[config.mk]
export PLATFORM = sky130hd
export DESIGN_NAME = pc_fetch_unit
export DESIGN_NICKNAME = d
export VERILOG_FILES = /design/src/rtl/pc_fetch_unit.sv
export SDC_FILE = /design/constraint.sdc
export NUM_CORES = 1
export LEC_CHECK = 0
export ABC_AREA = 1
export CAP_MARGIN = 20
export CORE_ASPECT_RATIO = 0.6
export CORE_MARGIN = 4
export CORE_UTILIZATION = 51
export CTS_BUF_LIST = sky130_fd_sc_hd__clkbuf_4 sky130_fd_sc_hd__clkbuf_8 sky130_fd_sc_hd__clkbuf_16
export CTS_CLUSTER_DIAMETER = 120
export DETAILED_ROUTE_END_ITERATION = 12
export PLACE_DENSITY = 0.85
export SLEW_MARGIN = 5
export SYNTH_ARGS = -nofsm -noshare
export SYNTH_HDL_FRONTEND = slang
export SYNTH_SLANG_ARGS = --single-unit
[constraint.sdc]
create_clock -name clk -period 6.25 [get_ports clk]
set_input_delay 0.625 -clock clk [delete_from_list [all_inputs] [get_ports clk]]
set_output_delay 0.625 -clock clk [all_outputs]
set_load 0.03 [all_outputs]
[src/rtl/pc_fetch_unit.sv]
// -----------------------------------------------------------------------------
// pc_fetch_unit
//   Program-counter register and instruction-fetch sequencer for the MIPS core.
//   Holds the word-addressed PC, issues instruction-memory requests, buffers a
//   single returned instruction and hands it to decode over valid/ready.
//   Branch/jump redirects reload the PC and discard any in-flight fetch that
//   they make stale.
//
// Ports
//   clk, rst_n              clock, asynchronous active-low reset
//   pc_o / pc_inc_i         PC register and the external PC+1 incrementer result
//   stall_i                 hazard stall, blocks issue of new fetches
//   branch_i, branch_pc_i   taken-branch redirect and target (wins over jump)
//   jump_i, jump_pc_i       jump redirect and target
//   imem_req_o/addr_o       fetch request, held with a stable address until ack
//   imem_ack_i/rdata_i      one-cycle response pulse with instruction word
//   instr_valid_o/instr_o   instruction slot to decode, instr_pc_o is its PC
//   id_ready_i              decode accepts when instr_valid_o && id_ready_i
//
// Build option
//   FETCH_PERF_CNT_EN       adds perf_fetch_o (instructions handed to decode)
//                           and perf_wait_o (cycles waiting on imem), both
//                           wrapping 32-bit counters.
// -----------------------------------------------------------------------------
module pc_fetch_unit #(
  parameter logic [31:0] RESET_PC = 32'h0000_0000
) (
  input  logic        clk,
  input  logic        rst_n,
  output logic [31:0] pc_o,
  input  logic [31:0] pc_inc_i,
  input  logic        stall_i,
  input  logic        branch_i,
  input  logic [31:0] branch_pc_i,
  input  logic        jump_i,
  input  logic [31:0] jump_pc_i,
  output logic        imem_req_o,
  output logic [31:0] imem_addr_o,
  input  logic        imem_ack_i,
  input  logic [31:0] imem_rdata_i,
  output logic        instr_valid_o,
  output logic [31:0] instr_o,
  output logic [31:0] instr_pc_o,
  input  logic        id_ready_i
`ifdef FETCH_PERF_CNT_EN
  ,
  output logic [31:0] perf_fetch_o,
  output logic [31:0] perf_wait_o
`endif
);

  typedef enum logic [1:0] {
    IDLE  = 2'd0,
    FETCH = 2'd1,
    HOLD  = 2'd2
  } state_t;

  state_t      state_q, state_d;
  logic        kill_q;
  logic [31:0] buf_data_q, buf_pc_q;

  logic        slot_free, redirect;
  logic [31:0] redirect_pc;
  // Per-cycle actions decoded by the FSM and applied by the datapath.
  logic        start, capture, to_buf, reissue, unload, set_kill, clr_kill;

  assign slot_free   = !instr_valid_o || id_ready_i;
  assign redirect    = branch_i || jump_i;
  // Branch belongs to the older instruction, so it wins over a jump.
  assign redirect_pc = branch_i ? branch_pc_i : jump_pc_i;
  // A request is outstanding exactly while the sequencer sits in FETCH.
  assign imem_req_o  = (state_q == FETCH);

  // NOTE: sequential state uses non-blocking assignments so every register
  // samples the pre-edge values regardless of statement order.
  always_ff @(posedge clk or negedge rst_n) begin
    if (!rst_n) state_q <= IDLE;
    else        state_q <= state_d;
  end

  // NOTE: every output of this block gets a default first, so no path can
  // leave a signal unassigned and infer a latch.
  always_comb begin
    state_d  = state_q;
    start    = 1'b0;
    capture  = 1'b0;
    to_buf   = 1'b0;
    reissue  = 1'b0;
    unload   = 1'b0;
    set_kill = 1'b0;
    clr_kill = 1'b0;
    unique case (state_q)
      IDLE: begin
        if (!redirect && slot_free && !stall_i) begin
          start   = 1'b1;
          state_d = FETCH;
        end
      end
      FETCH: begin
        if (imem_ack_i) begin
          if (redirect || kill_q) begin
            // Stale response: drop it and refetch from the (new) PC.
            clr_kill = 1'b1;
            state_d  = IDLE;
          end else if (slot_free) begin
            capture = 1'b1;
            if (stall_i) state_d = IDLE;
            else         reissue = 1'b1;
          end else begin
            to_buf  = 1'b1;
            state_d = HOLD;
          end
        end else if (redirect) begin
          // Address must stay put until the ack; remember to discard it.
          set_kill = 1'b1;
        end
      end
      HOLD: begin
        if (redirect) begin
          state_d = IDLE;
        end else if (slot_free) begin
          unload  = 1'b1;
          state_d = IDLE;
        end
      end
      default: state_d = IDLE;
    endcase
  end

  always_ff @(posedge clk or negedge rst_n) begin
    if (!rst_n) begin
      pc_o          <= RESET_PC;
      imem_addr_o   <= 32'h0;
      kill_q        <= 1'b0;
      instr_valid_o <= 1'b0;
      instr_o       <= 32'h0;
      instr_pc_o    <= 32'h0;
    end else begin
      if (redirect)               pc_o <= redirect_pc;
      else if (capture || to_buf) pc_o <= pc_inc_i;

      if (start)        imem_addr_o <= pc_o;
      else if (reissue) imem_addr_o <= pc_inc_i;

      if (set_kill)      kill_q <= 1'b1;
      else if (clr_kill) kill_q <= 1'b0;

      // Redirect empties the slot even if decode is ready this cycle.
      if (redirect)              instr_valid_o <= 1'b0;
      else if (capture || unload) instr_valid_o <= 1'b1;
      else if (id_ready_i)       instr_valid_o <= 1'b0;

      if (capture) begin
        instr_o    <= imem_rdata_i;
        instr_pc_o <= imem_addr_o;
      end else if (unload) begin
        instr_o    <= buf_data_q;
        instr_pc_o <= buf_pc_q;
      end
    end
  end

  // NOTE: the hold buffer has no reset; it is only read in HOLD, which is
  // entered solely on the edge that writes it.
  always_ff @(posedge clk) begin
    if (to_buf) begin
      buf_data_q <= imem_rdata_i;
      buf_pc_q   <= imem_addr_o;
    end
  end

`ifdef FETCH_PERF_CNT_EN
  logic transfer;
  assign transfer = instr_valid_o && id_ready_i && !redirect;

  always_ff @(posedge clk or negedge rst_n) begin
    if (!rst_n) begin
      perf_fetch_o <= 32'h0;
      perf_wait_o  <= 32'h0;
    end else begin
      if (transfer)                 perf_fetch_o <= perf_fetch_o + 32'd1;
      if (imem_req_o && !imem_ack_i) perf_wait_o <= perf_wait_o + 32'd1;
    end
  end
`endif

endmodule

After elaboration in Yosys (flattened, before gate mapping)
Index checks and enable logic that the tools add are counted.
{"block": "classes", "n_eq_ne": 6, "n_mux": 45, "reduce_logical": 17}
{"op": "2-to-1 mux 32 bit", "n": 9}
{"op": "2-to-1 mux 1 bit", "n": 28}
{"op": "2-to-1 mux 2 bit", "n": 7}
{"op": "nonzero test 2 bit", "n": 4}
{"op": "one-hot mux 2 bit (3 select lines)", "n": 1}
{"op": "logical OR 1 bit", "n": 5}
{"op": "!= test 4 x 3 -> 1 bit, second input constant", "n": 1}
{"op": "AND reduction 4 bit", "n": 1}
{"op": "zero test 1 bit", "n": 3}
{"op": "!= test 3 bit, second input constant", "n": 1}
{"op": "nonzero test 3 bit", "n": 1}
{"op": "== test 2 x 1 -> 1 bit, second input constant", "n": 1}
{"op": "== test 2 bit, second input constant", "n": 1}
{"op": "logical AND 1 bit", "n": 2}
{"op": "zero test 2 bit", "n": 1}
{"op": "!= test 2 x 1 -> 1 bit, second input constant", "n": 1}
{"op": "!= test 2 bit, second input constant", "n": 1}
{"block": "word_totals", "register_bits": 196, "input_bits": 135, "output_inout_bits": 130, "wordCells": 77}

Depth between registers and ports, before layout
{"block": "logic_depth", "ltp_word": 9, "depth_mapped": 10, "depth_no_buf": 8}

Worst setup path after synthesis
OpenSTA, ideal clock, no wires.
{"block": "synth_timing", "path_type": "input-to-reg", "from": "in branch_i", "to": "reg buf_data_q[0], enable pin", "arrival_ps": 2619, "path_slack_ps": 3212, "stages": 7, "path_buffers": 2, "path_cell_list": "buf_2 > nor2_8 > inv_1 > clkbuf_1 > nor2_1 > nand2_1 > inv_1"}
{"block": "synth_via", "elab_chain_cells": 5}
{"item": "start, declared", "line_no": "33", "source": "input logic branch_i,"}
{"item": "logical OR 1 bit", "line_no": "68", "source": "assign redirect = branch_i || jump_i;"}
{"item": "logical OR 1 bit", "line_no": "101", "source": "if (redirect || kill_q) begin"}
{"item": "2-to-1 mux 1 bit", "line_no": "101"}
{"item": "2-to-1 mux 1 bit", "line_no": "100", "source": "if (imem_ack_i) begin"}
{"item": "2-to-1 mux 1 bit", "line_no": "92", "source": "unique case (state_q)"}
{"item": "via to_buf", "line_no": "65", "source": "logic start, capture, to_buf, reissue, unload, set_kill, clr_kill;"}
{"item": "end signal, assigned", "line_no": "167", "source": "buf_data_q <= imem_rdata_i;"}
{"item": "end, declared", "line_no": "60", "source": "logic [31:0] buf_data_q, buf_pc_q;"}
The timed path passes the listed nets, and every way through them passes these cells.
A chain may end at the register's enable or synchronous reset.

Worst setup path after layout
{"block": "layout_timing", "from": "in branch_i", "to": "reg buf_pc_q[0], enable pin"}
{"block": "layout_via", "elab_chain_cells": 5}
{"item": "logical OR 1 bit", "line_no": "68"}
{"item": "logical OR 1 bit", "line_no": "101"}
{"item": "2-to-1 mux 1 bit", "line_no": "101"}
{"item": "2-to-1 mux 1 bit", "line_no": "100"}
{"item": "2-to-1 mux 1 bit", "line_no": "92"}
{"item": "via to_buf", "line_no": "65"}
{"item": "end signal, assigned", "line_no": "168", "source": "buf_pc_q <= imem_addr_o;"}
{"item": "end, declared", "line_no": "60"}
The timed path passes the listed nets, and every way through them passes these cells.

==> impl_metrics.tcl <==
set metrics [dict create \
    status "finished, final reports clean" \
    wl_per_cell_um 16.9 \
    dieArea_um2 19600 \
    rows 36 \
    reg2regPathDepth 7 \
    drt-total-wl_um 26200 \
    final_cells 1550 \
    postCtsSetupBuffers 0 \
    worst_pin_slew_ns 1.03 \
    cts_tree "done" \
    htreeDepth 4 \
    switchingPower_uw 1540 \
    place.detailed.hpwl_um 18700 \
    path_class "primary input to register" \
    cts_made_buffers 17 \
    power.share.switching_pct 36.6 \
    ir_drop_v 0.000237 \
    vias_per_cell 5.07 \
    dr.pass1.iters 5 \
    muxShareOfSynthArea_pct 0 \
    syn_inst 1074 \
    dp_cells 1517 \
    ios 265 \
    initial_core_util_pct 53.3 \
    clk_pin_slew_ns 0.09 \
    pwr-share-clk_pct 26.4 \
    combPwrFrac_pct 32.4 \
    cts_buffer_depth 2 \
    drv_slew 0 \
    period_minus_slack_ns 3.48 \
    finalSetupViolCount 0 \
    syn2layout_area_growth_pct 38.1 \
    ys_ff_latch 196 \
    n_fill_cell 1237 \
    tns_ns 0 \
    grt_pass1_wl_um 41000 \
    multi_input_area_um2 3020 \
    dieWidth_um 178 \
    gp_congestion 0.853 \
    synth_area_per_cell_um2 8.24 \
    synthDistinctLibCells 20 \
    synth_compound_area_share_pct 3.82 \
    core_um2 16600 \
    crit_path_max_fanout 67 \
    ant_nets 0 \
    cts_sinks 196 \
    io_buffers 264 \
    diodes 0 \
    cts_repair_resize_count 0 \
    internal_power_uw 2670 \
    overflow 0 \
    grt_pass1_vias 7510 \
    cts_root_buf "clkbuf_16" \
    finalHoldViolCount 0 \
    seqPwrFrac_pct 41.2 \
    fmax_mhz 287 \
    vias 7866 \
    p_per_area_nw_per_um2 344 \
    p_leak_uw 0.00580 \
    synth_top_family_by_area "simple AND/OR/NAND/NOR gates" \
    final_common_cell "nand2_1" \
    regArea_um2 5230 \
    cp-start-kind "primary input" \
    cp.required_ns 6.32 \
    syn-cell-area_um2 8850 \
    nets 1444 \
    end_kind "register" \
    drt_iter0_drc 679 \
    antenna_found_initial 0 \
    skew_ns 0.0174 \
    clock_latency_ns 0.42 \
    synth_nets 1209 \
    grt_max_degree 73 \
    synth_xor_area_share_pct 0 \
    yosys.area_share.simple_pct 30.2 \
    arrival_ns 3.55 \
    finalPower_uw 4210 \
    final_cell_mix "nand2_1, clkdlybuf4s50_1, dfrtp_1" \
    drive_gt1_share_pct 4.39 \
    fin_crit_sh_pct 55.7 \
    ys.warnings.count 0 \
    rrSetupSlack_ns 2.97 \
    dieHeight_um 110 \
    ctsHoldBuffers 0 \
    rsz0062_at_grt "false" \
    synth_fa_ha_area_share_pct 0 \
    hold_path.class "primary input to async pin" \
    drc_errors 0 \
    max_cap_violations 0 \
    grtUsageTotal_pct 27.3 \
    slew_headroom_pct 31.5 \
    ys_seq_area_share_pct 59.0 \
]
==> per-layer routing <==
layer / wire length [um] / vias up / global-route usage, %
met2: 11600 / 392 / 41.2
li1: - / 3835 / -
met5: 0 / - / 0
met3: 2550 / 26 / 6.58
met4: 377 / 0 / 7.39
met1: 11700 / 3613 / 39.9
==> registers in the layout, indices dropped and copies added (netlist names) <==
name / count
instr_o: 32
instr_valid_o: 1
buf_data_q: 32
instr_pc_o: 32
buf_pc_q: 32
imem_addr_o: 32
kill_q: 1
pc_o: 32
state_q: 2
==> per-stage QoR <==
step / area, um^2 / util, % / hold slack, ns / worst slack (ns)
after floorplan: 8850 / - / 0.329 / 3.21
after global placement: 11600 / 69.6 / 0.463 / 2.25
after detailed placement: 11600 / 69.8 / 0.466 / 2.37
after CTS: 12200 / 73.5 / 0.218 / 2.81
after global routing: 12200 / 73.6 / 0.229 / 2.44
final: 12200 / 73.6 / 0.197 / 2.77
==> cell families (layout without fill, tap and decap cells) <==
family / Yosys count / after routing
and+or+nand+nor: 664 / 664
buffers and inverters: 147 / 395
AOI/OAI and AO/OA: 67 / 67
DFF: 196 / 196
==> Yosys cell counts <==
library cell | n | area, um^2
nand2_1 | 527 | 1980
dfrtp_1 | 132 | 3300
inv_1 | 86 | 323
nand3_1 | 79 | 395
edfxtp_1 | 64 | 1920
nor2_1 | 35 | 131
a21oi_1 | 33 | 165
o21ai_0 | 33 | 165
buf_2 | 24 | 120
clkbuf_1 | 22 | 82.6
nand4_1 | 15 | 93.8
buf_4 | 10 | 75.1
inv_2 | 4 | 15.0
nor2_2 | 4 | 25.0
buf_1 | 1 | 3.75
nand2_2 | 1 | 6.26
nand3_2 | 1 | 10.0
nor2_4 | 1 | 11.3
nor2_8 | 1 | 20.0
o211ai_1 | 1 | 7.51
==> worst max-delay path: stages <==
cell and delay, ns:
clkdlybuf4s50_1 0.39, buf_4 0.26, nor2_8 0.29, inv_2 0.43
nor2_1 0.31, nand2_1 0.12, inv_2 0.56, buf_4 0.52
==> worst paths after layout <==
path                                 from              to
max in group asynchronous           rst_n      state_q[0]
min                                 rst_n  instr_pc_o[12]
max reg2reg                    state_q[0]  instr_pc_o[26]
max                              branch_i     buf_pc_q[0]
min in group clk           instr_pc_o[23]  instr_pc_o[23]
min reg2reg                instr_pc_o[23]  instr_pc_o[23]
==> area by class of cell <==
cell class | count | area share, %
flip-flops and latches | 196 | 42.7
multi-input cells | 731 | 24.7
repair buffers | 273 | 22.4
clock buffers | 18 | 3.54
inverters | 90 | 2.76
well taps | 228 | 2.33
clock inverters | 14 | 1.47
==> power by group through the flow <==
stage	Combinational, uW	Sequential, uW	Clock (uW)
5_1_grt	1460	1770	1190
4_1_cts	1370	1730	1120
6_report	1360	1740	1110
3_3_place_gp	1340	1750	0
2_1_floorplan	289	2130	0
3_5_place_dp	1370	1750	0
(Power assumes the default switching activity.)
